===== config.mk =====
export PLATFORM = sky130hd
export DESIGN_NAME = rob_wb_arbiter_flat
export DESIGN_NICKNAME = d
export VERILOG_FILES = /design/src/rtl/rob_wb_arbiter_if.sv /design/src/rtl/rob_wb_arbiter.sv /design/src/flat_wrapper.sv
export SDC_FILE = /design/constraint.sdc
export NUM_CORES = 1
export LEC_CHECK = 0
export BUFFER_PORTS_ARGS = -buffer_cell sky130_fd_sc_hd__buf_2
export CORE_MARGIN = 1.5
export CORE_UTILIZATION = 45
export DETAILED_ROUTE_END_ITERATION = 10
export GPL_TIMING_DRIVEN = 0
export HOLD_SLACK_MARGIN = 0.08
export PLACE_DENSITY = 0.76
export SLEW_MARGIN = 25
export SYNTH_ARGS = -nofsm -noshare
export SYNTH_HDL_FRONTEND = slang
export SYNTH_SLANG_ARGS = --single-unit

===== constraint.sdc =====
create_clock -name i_clk -period 7.4 [get_ports i_clk]
set_clock_uncertainty 0.15 [all_clocks]
set_input_delay 1.48 -clock i_clk [delete_from_list [all_inputs] [get_ports i_clk]]
set_output_delay 1.48 -clock i_clk [all_outputs]
set_load 0.01 [all_outputs]

===== src/rtl/rob_wb_arbiter_if.sv =====
// Request/completion bundle between writeback units, the arbiter and the ROB.
// The master side drives requests and the kill bus; the slave side is the arbiter.
interface rob_wb_arbiter_if #(
   parameter int WIDTH_BANK = 3,
   parameter int WIDTH_BRM  = 4,
   parameter int N_REQ      = 6
);
   localparam int WIDTH_TAG  = WIDTH_BANK + 2;
   localparam int WIDTH_BRST = 1 + WIDTH_TAG;

   logic [N_REQ-1:0]           req_valid;
   logic [N_REQ*WIDTH_TAG-1:0] req_tag;
   logic [N_REQ*WIDTH_BRM-1:0] req_brm;
   logic [N_REQ-1:0]           req_ready;
   logic [WIDTH_BRM:0]         kill;
   logic [WIDTH_BRST-1:0]      rst_busy0;
   logic [WIDTH_BRST-1:0]      rst_busy1;
   logic [WIDTH_BRST-1:0]      rst_busy2;
   logic [WIDTH_BRST-1:0]      rst_busy3;

   modport master (
      output req_valid, req_tag, req_brm, kill,
      input  req_ready, rst_busy0, rst_busy1, rst_busy2, rst_busy3
   );

   modport slave (
      input  req_valid, req_tag, req_brm, kill,
      output req_ready, rst_busy0, rst_busy1, rst_busy2, rst_busy3
   );
endinterface


===== src/rtl/rob_wb_arbiter.sv =====
// Rotating-priority arbiter packing up to four writeback completions per cycle
// into registered ROB busy-clear lanes, with branch-kill squashing.
module rob_wb_arbiter #(
   parameter int WIDTH_BANK = 3,
   parameter int WIDTH_BRM  = 4,
   parameter int N_REQ      = 6
) (
   input  logic             i_clk,
   input  logic             i_rst_n,
   rob_wb_arbiter_if.slave  bus
);
   localparam int WIDTH_TAG  = WIDTH_BANK + 2;
   localparam int WIDTH_BRST = 1 + WIDTH_TAG;
   localparam int WIDTH_PTR  = (N_REQ > 1) ? $clog2(N_REQ) : 1;
   localparam int N_LANE     = 4;

   logic [WIDTH_PTR-1:0] ptr_r;
   logic [WIDTH_PTR-1:0] ptr_nxt_s;
   logic                 lane_en_r  [N_LANE];
   logic [WIDTH_TAG-1:0] lane_tag_r [N_LANE];
   logic [WIDTH_BRM-1:0] lane_brm_r [N_LANE];
   logic                 lane_en_s  [N_LANE];
   logic [WIDTH_TAG-1:0] lane_tag_s [N_LANE];
   logic [WIDTH_BRM-1:0] lane_brm_s [N_LANE];
   logic [WIDTH_PTR-1:0] lane_sel_s [N_LANE];

   logic [WIDTH_TAG-1:0] req_tag_s [N_REQ];
   logic [WIDTH_BRM-1:0] req_brm_s [N_REQ];
   logic [N_REQ-1:0]     killed_s;
   logic [N_REQ-1:0]     live_s;
   logic [N_REQ-1:0]     grant_s;
   logic [WIDTH_PTR-1:0] last_s;
   logic                 any_s;
   logic                 kill_en_s;
   logic [WIDTH_BRM-1:0] kill_mask_s;

   // Gate a registered lane with the current kill and zero the tag when not enabled.
   function automatic logic [WIDTH_BRST-1:0] pack_busy(
      input logic                 en,
      input logic [WIDTH_TAG-1:0] tag,
      input logic [WIDTH_BRM-1:0] brm,
      input logic                 k_en,
      input logic [WIDTH_BRM-1:0] k_mask
   );
      logic live;
      live = en & ~(k_en & (|(brm & k_mask)));
      return live ? {1'b1, tag} : {WIDTH_BRST{1'b0}};
   endfunction

   // Unpack per-requester fields and evaluate kills ahead of arbitration.
   always_comb begin
      kill_en_s   = bus.kill[WIDTH_BRM];
      kill_mask_s = bus.kill[WIDTH_BRM-1:0];
      for (int k = 0; k < N_REQ; k++) begin
         req_tag_s[k] = bus.req_tag[k*WIDTH_TAG +: WIDTH_TAG];
         req_brm_s[k] = bus.req_brm[k*WIDTH_BRM +: WIDTH_BRM];
         killed_s[k]  = bus.req_valid[k] & kill_en_s & (|(req_brm_s[k] & kill_mask_s));
      end
      live_s = bus.req_valid & ~killed_s;
   end

   // Scan live requests from ptr upward, granting the first four in scan order.
   always_comb begin
      logic [WIDTH_PTR:0]   idx;
      logic [WIDTH_PTR-1:0] sel;
      logic [2:0]           cnt;
      grant_s = '0;
      last_s  = '0;
      any_s   = 1'b0;
      cnt     = 3'd0;
      idx     = '0;
      sel     = '0;
      for (int l = 0; l < N_LANE; l++) begin
         lane_sel_s[l] = '0;
         lane_en_s[l]  = 1'b0;
      end
      for (int i = 0; i < N_REQ; i++) begin
         idx = {1'b0, ptr_r} + (WIDTH_PTR+1)'(i);
         if (idx >= (WIDTH_PTR+1)'(N_REQ)) begin
            idx = idx - (WIDTH_PTR+1)'(N_REQ);
         end else begin
            idx = idx;
         end
         sel = idx[WIDTH_PTR-1:0];
         if (live_s[sel] && (cnt < 3'd4)) begin
            grant_s[sel]          = 1'b1;
            lane_sel_s[cnt[1:0]]  = sel;
            lane_en_s[cnt[1:0]]   = 1'b1;
            last_s                = sel;
            any_s                 = 1'b1;
            cnt                   = cnt + 3'd1;
         end else begin
            cnt = cnt;
         end
      end
   end

   // Lane payloads, pointer advance and the consumed-request handshake.
   always_comb begin
      for (int l = 0; l < N_LANE; l++) begin
         if (lane_en_s[l]) begin
            lane_tag_s[l] = req_tag_s[lane_sel_s[l]];
            lane_brm_s[l] = req_brm_s[lane_sel_s[l]];
         end else begin
            lane_tag_s[l] = '0;
            lane_brm_s[l] = '0;
         end
      end
      if (!any_s) begin
         ptr_nxt_s = ptr_r;
      end else if (last_s == WIDTH_PTR'(N_REQ - 1)) begin
         ptr_nxt_s = '0;
      end else begin
         ptr_nxt_s = last_s + WIDTH_PTR'(1);
      end
      bus.req_ready = grant_s | killed_s;
   end

   // Every lane reloads each cycle, so a lane squashed by kill is simply overwritten.
   always_ff @(posedge i_clk or negedge i_rst_n) begin
      if (!i_rst_n) begin
         ptr_r <= '0;
         for (int l = 0; l < N_LANE; l++) begin
            lane_en_r[l]  <= 1'b0;
            lane_tag_r[l] <= '0;
            lane_brm_r[l] <= '0;
         end
      end else begin
         ptr_r <= ptr_nxt_s;
         for (int l = 0; l < N_LANE; l++) begin
            lane_en_r[l]  <= lane_en_s[l];
            lane_tag_r[l] <= lane_tag_s[l];
            lane_brm_r[l] <= lane_brm_s[l];
         end
      end
   end

   assign bus.rst_busy0 = pack_busy(lane_en_r[0], lane_tag_r[0], lane_brm_r[0], kill_en_s, kill_mask_s);
   assign bus.rst_busy1 = pack_busy(lane_en_r[1], lane_tag_r[1], lane_brm_r[1], kill_en_s, kill_mask_s);
   assign bus.rst_busy2 = pack_busy(lane_en_r[2], lane_tag_r[2], lane_brm_r[2], kill_en_s, kill_mask_s);
   assign bus.rst_busy3 = pack_busy(lane_en_r[3], lane_tag_r[3], lane_brm_r[3], kill_en_s, kill_mask_s);
endmodule


===== src/flat_wrapper.sv =====
// flat-port wrapper written by rule: the top's interface ports become plain ports
module rob_wb_arbiter_flat 
#(
   parameter int WIDTH_BANK = 3,
   parameter int WIDTH_BRM  = 4,
   parameter int N_REQ      = 6
)
  (i_clk, i_rst_n, bus_req_valid, bus_req_tag, bus_req_brm, bus_kill, bus_req_ready, bus_rst_busy0, bus_rst_busy1, bus_rst_busy2, bus_rst_busy3);
  rob_wb_arbiter_if #(.WIDTH_BANK(WIDTH_BANK), .WIDTH_BRM(WIDTH_BRM), .N_REQ(N_REQ)) bus_i ();
  input  logic i_clk;
  input  logic i_rst_n;
  input wire logic [$bits(bus_i.req_valid)-1:0] bus_req_valid;
  input wire logic [$bits(bus_i.req_tag)-1:0] bus_req_tag;
  input wire logic [$bits(bus_i.req_brm)-1:0] bus_req_brm;
  input wire logic [$bits(bus_i.kill)-1:0] bus_kill;
  output wire logic [$bits(bus_i.req_ready)-1:0] bus_req_ready;
  output wire logic [$bits(bus_i.rst_busy0)-1:0] bus_rst_busy0;
  output wire logic [$bits(bus_i.rst_busy1)-1:0] bus_rst_busy1;
  output wire logic [$bits(bus_i.rst_busy2)-1:0] bus_rst_busy2;
  output wire logic [$bits(bus_i.rst_busy3)-1:0] bus_rst_busy3;
  assign bus_i.req_valid = bus_req_valid;
  assign bus_i.req_tag = bus_req_tag;
  assign bus_i.req_brm = bus_req_brm;
  assign bus_i.kill = bus_kill;
  assign bus_req_ready = bus_i.req_ready;
  assign bus_rst_busy0 = bus_i.rst_busy0;
  assign bus_rst_busy1 = bus_i.rst_busy1;
  assign bus_rst_busy2 = bus_i.rst_busy2;
  assign bus_rst_busy3 = bus_i.rst_busy3;
  rob_wb_arbiter #(.WIDTH_BANK(WIDTH_BANK), .WIDTH_BRM(WIDTH_BRM), .N_REQ(N_REQ)) u_core (.i_clk(i_clk), .i_rst_n(i_rst_n), .bus(bus_i));
endmodule

==> metrics.md <==
| Metric | Value |
|---|---|
| Initial Util | `0.462` |
| Share of cells above drive strength 1 | `0.224` |
| Gr usage total | `0.361` |
| Hold_buf cts | `0` |
| Final Routed Wirelength | `a little over 30 mm` |
| Leading cell type in the layout, fill and taps excluded | `buf_2` |
| Routed Antenna Nets | `0` |
| # setup viols final | `0` |
| Slowest stage delay, CP | `0.63 ns` |
| Largest net degree at the start of global routing | `44` |
| Via/cell ratio | `7.15` |
| NumNets Final | `between 1,000 and 1,500` |
| Peak Freq | `approximately 140 MHz` |
| Post-Synthesis Cells | `~920` |
| TritonCTS buffer count | `5` |
| Util after Layout | `0.548` |
| Crit-path max FO | `10` |
| Synth top area share | `0.153` |
| Number of diodes | `0` |
| Layout area overhead | `18.6%` |
| Clock buffer depth | `2` |
| Crit share post-route | `0.984` |
| Unique masters post-synth | `88` |
| Rows | `45` |
| WP buf/inv | `9` |
| YS warnings | `0` |
| Crit start category | `input pin` |
| Asr flop ratio synth | `1.00` |
| Type of the tightest min-delay check | `reg2reg` |
| First-pass GRT wire length | `around 46 mm` |
| Worst setup EP type | `flip-flop` |
| H-Tree Depth | `2` |
| Worst EP required | `7.37 ns` |
| DRC | `0` |
| Outcome | `finished, final reports clean` |
| I/O Buffers | `92` |
| Vias in the first global route | `between 7,000 and 8,000` |
| TritonRoute pass-1 iters | `7` |
| Core Area | `15,300 sq um` |
| Post-synth top flop | `dfrtp_1` |
| Commonest cells after routing, fill and taps aside | `buf_2 (99), nand2_1 (79), mux2i_1 (64)` |
| Final hold vios | `0` |
| CP top delay family | `simple AND/OR/NAND/NOR gates` |
| TritonCTS clock tree | `yes` |
| Seq/Total Area, Yosys | `0.153` |
| HPWL after DPL | `22.3 mm` |
| Top-level port count | `97` |
| Yosys reg bits | `43` |
| Slew Limit Headroom | `0.301` |
| Slowest cell on crit path | `nor4_1` |
| DRT iter0 DRCs | `between 1,500 and 2,000` |
| Setup CP Type | `in2reg` |
| Min Tclk post-route | `7.28 ns` |
| Register clock-pin slew on the reported worst setup and hold paths | `0.07 ns` |
| Max_cap viols | `0` |
| Initial antenna violation count | `0` |
| Post-Synthesis Cell Area | `7050 sq um` |
| Die width | `between 100 and 150 um` |
| DIE AREA | `about 16,000 sq um` |
| Clock sinks | `43` |
| Most area-hungry cell type in the Yosys netlist | `dfrtp_1` |
| Number of synthesized flops with an enable pin | `0` |
| Avg Cell Area, Syn | `7.70 sq um` |
| Root Driver | `clkbuf_16` |
| Post-Syn Nets | `1,000` |
| Routed vias | `8,901` |
| WL per Instance | `24.6 um` |
| Max-slew violation total from the final report | `0` |
| CP arrival | `7.25 ns` |
| Ranking of synthesized cells by area | `dfrtp_1 (15%), mux2i_1 (9.4%), o21ai_0 (4.5%)` |
| Worst-margin pin slew | `1.04 ns` |
| Die height | `about 130 um` |
| Placer Congestion | `around 1.0` |
| Total gr overflow | `0` |
| Clk Latency, worst-skew pair | `0.29 ns` |
[Yosys cell counts, types with 7 or more instances]
cell       count
nand2_1       79
mux2i_1       66
o21ai_0       64
and2_1        46
dfrtp_1       43
clkbuf_1      40
a21oi_1       39
a22oi_1       35
nor2_1        32
nor3_1        24
a2111oi_0     23
nand4_1       22
buf_2         21
a21boi_0      20
o221ai_1      19
and3_1        18
nand4b_1      18
o21a_1        18
ha_1          17
inv_1         16
nand3_1       15
o22ai_1       15
o211a_1       14
a31oi_1       13
o32ai_1       12
a21o_1         9
a211oi_1       8
or2_2          8
a221oi_1       7
a22o_1         7
mux2_2         7
nor4_1         7
[registers in the layout (all words and copies together), names as in the netlist]
signal             count
u_core.lane_brm_r     16
u_core.lane_tag_r     20
u_core.lane_en_r       4
u_core.ptr_r           3
[layer usage]
layer / wire length, um / up-vias / global-route usage
met5: 0 / - / 0
met2: 13400 / 739 / 0.559
li1: - / 3867 / -
met4: 1560 / 0 / 0.169
met1: 11700 / 4137 / 0.470
met3: 3920 / 158 / 0.0927
[per-stage QoR]
stage / setup WS, ns / TNS, ns / cells / cell area [sq um] / hold WS (ns)
2_1_floorplan: 0.00165 / 0 / 916 / 7070 / 0.540
3_3_place_gp: -1.62 / -55.11 / 1219 / 7790 / 0.711
3_5_place_dp: -1.59 / -55.19 / 1219 / 7790 / 0.706
4_1_cts: 0.0453 / 0 / 1233 / 8160 / 0.726
5_1_grt: -0.0453 / -0.102 / 1245 / 8360 / 0.627
6_report: 0.117 / 0 / 1245 / 8360 / 0.609
[layout make-up]
| cell class | instances | area (sq um) |
|---|---|---|
| buffer | 72 | 429 |
| clock buffer | 5 | 125 |
| inverter | 19 | 78.8 |
| multi-input combinational | 779 | 5710 |
| fill | 1462 | 6890 |
| clock inverter | 3 | 43.8 |
| tap | 211 | 264 |
| sequential | 43 | 1080 |
| timing repair buffer | 113 | 631 |
[logic make-up after synthesis]
group,after synthesis,synth area share
compound gates,373,0.393
flops,43,0.153
buf+inv,94,0.0621
fa+ha+maj,17,0.0302
simple gates,303,0.236
mux,76,0.112
xor+xnor,10,0.0145
[repair_timing]
action                                  in CTS  in global routing
endpoints found under the setup margin      46                 33
resized for setup                           35                 35
setup buffers                                8                 13
pin swaps                                    9                 12
[worst paths after layout]
kind	startpoint	to	slack (ns)	cells after the start
setup reg to reg	u_core.ptr_r[0]$_DFFE_PN0P_	u_core.lane_brm_r[9]$_DFF_PN0_	0.18	32
setup / recovery	bus_req_brm[22]	u_core.lane_brm_r[9]$_DFF_PN0_	0.12	27
hold / removal	u_core.ptr_r[1]$_DFFE_PN0P_	u_core.ptr_r[1]$_DFFE_PN0P_	0.61	1
hold reg to reg	u_core.ptr_r[1]$_DFFE_PN0P_	u_core.ptr_r[1]$_DFFE_PN0P_	0.61	1
min in group asynchronous	i_rst_n	u_core.lane_tag_r[3]$_DFF_PN0_	1.04	1
max in group asynchronous	i_rst_n	u_core.ptr_r[1]$_DFFE_PN0P_	5.65	1
Power is left out: the tool's default activity adds up to more than one toggle a clock period on the data nets, which glitch-free logic cannot reach.
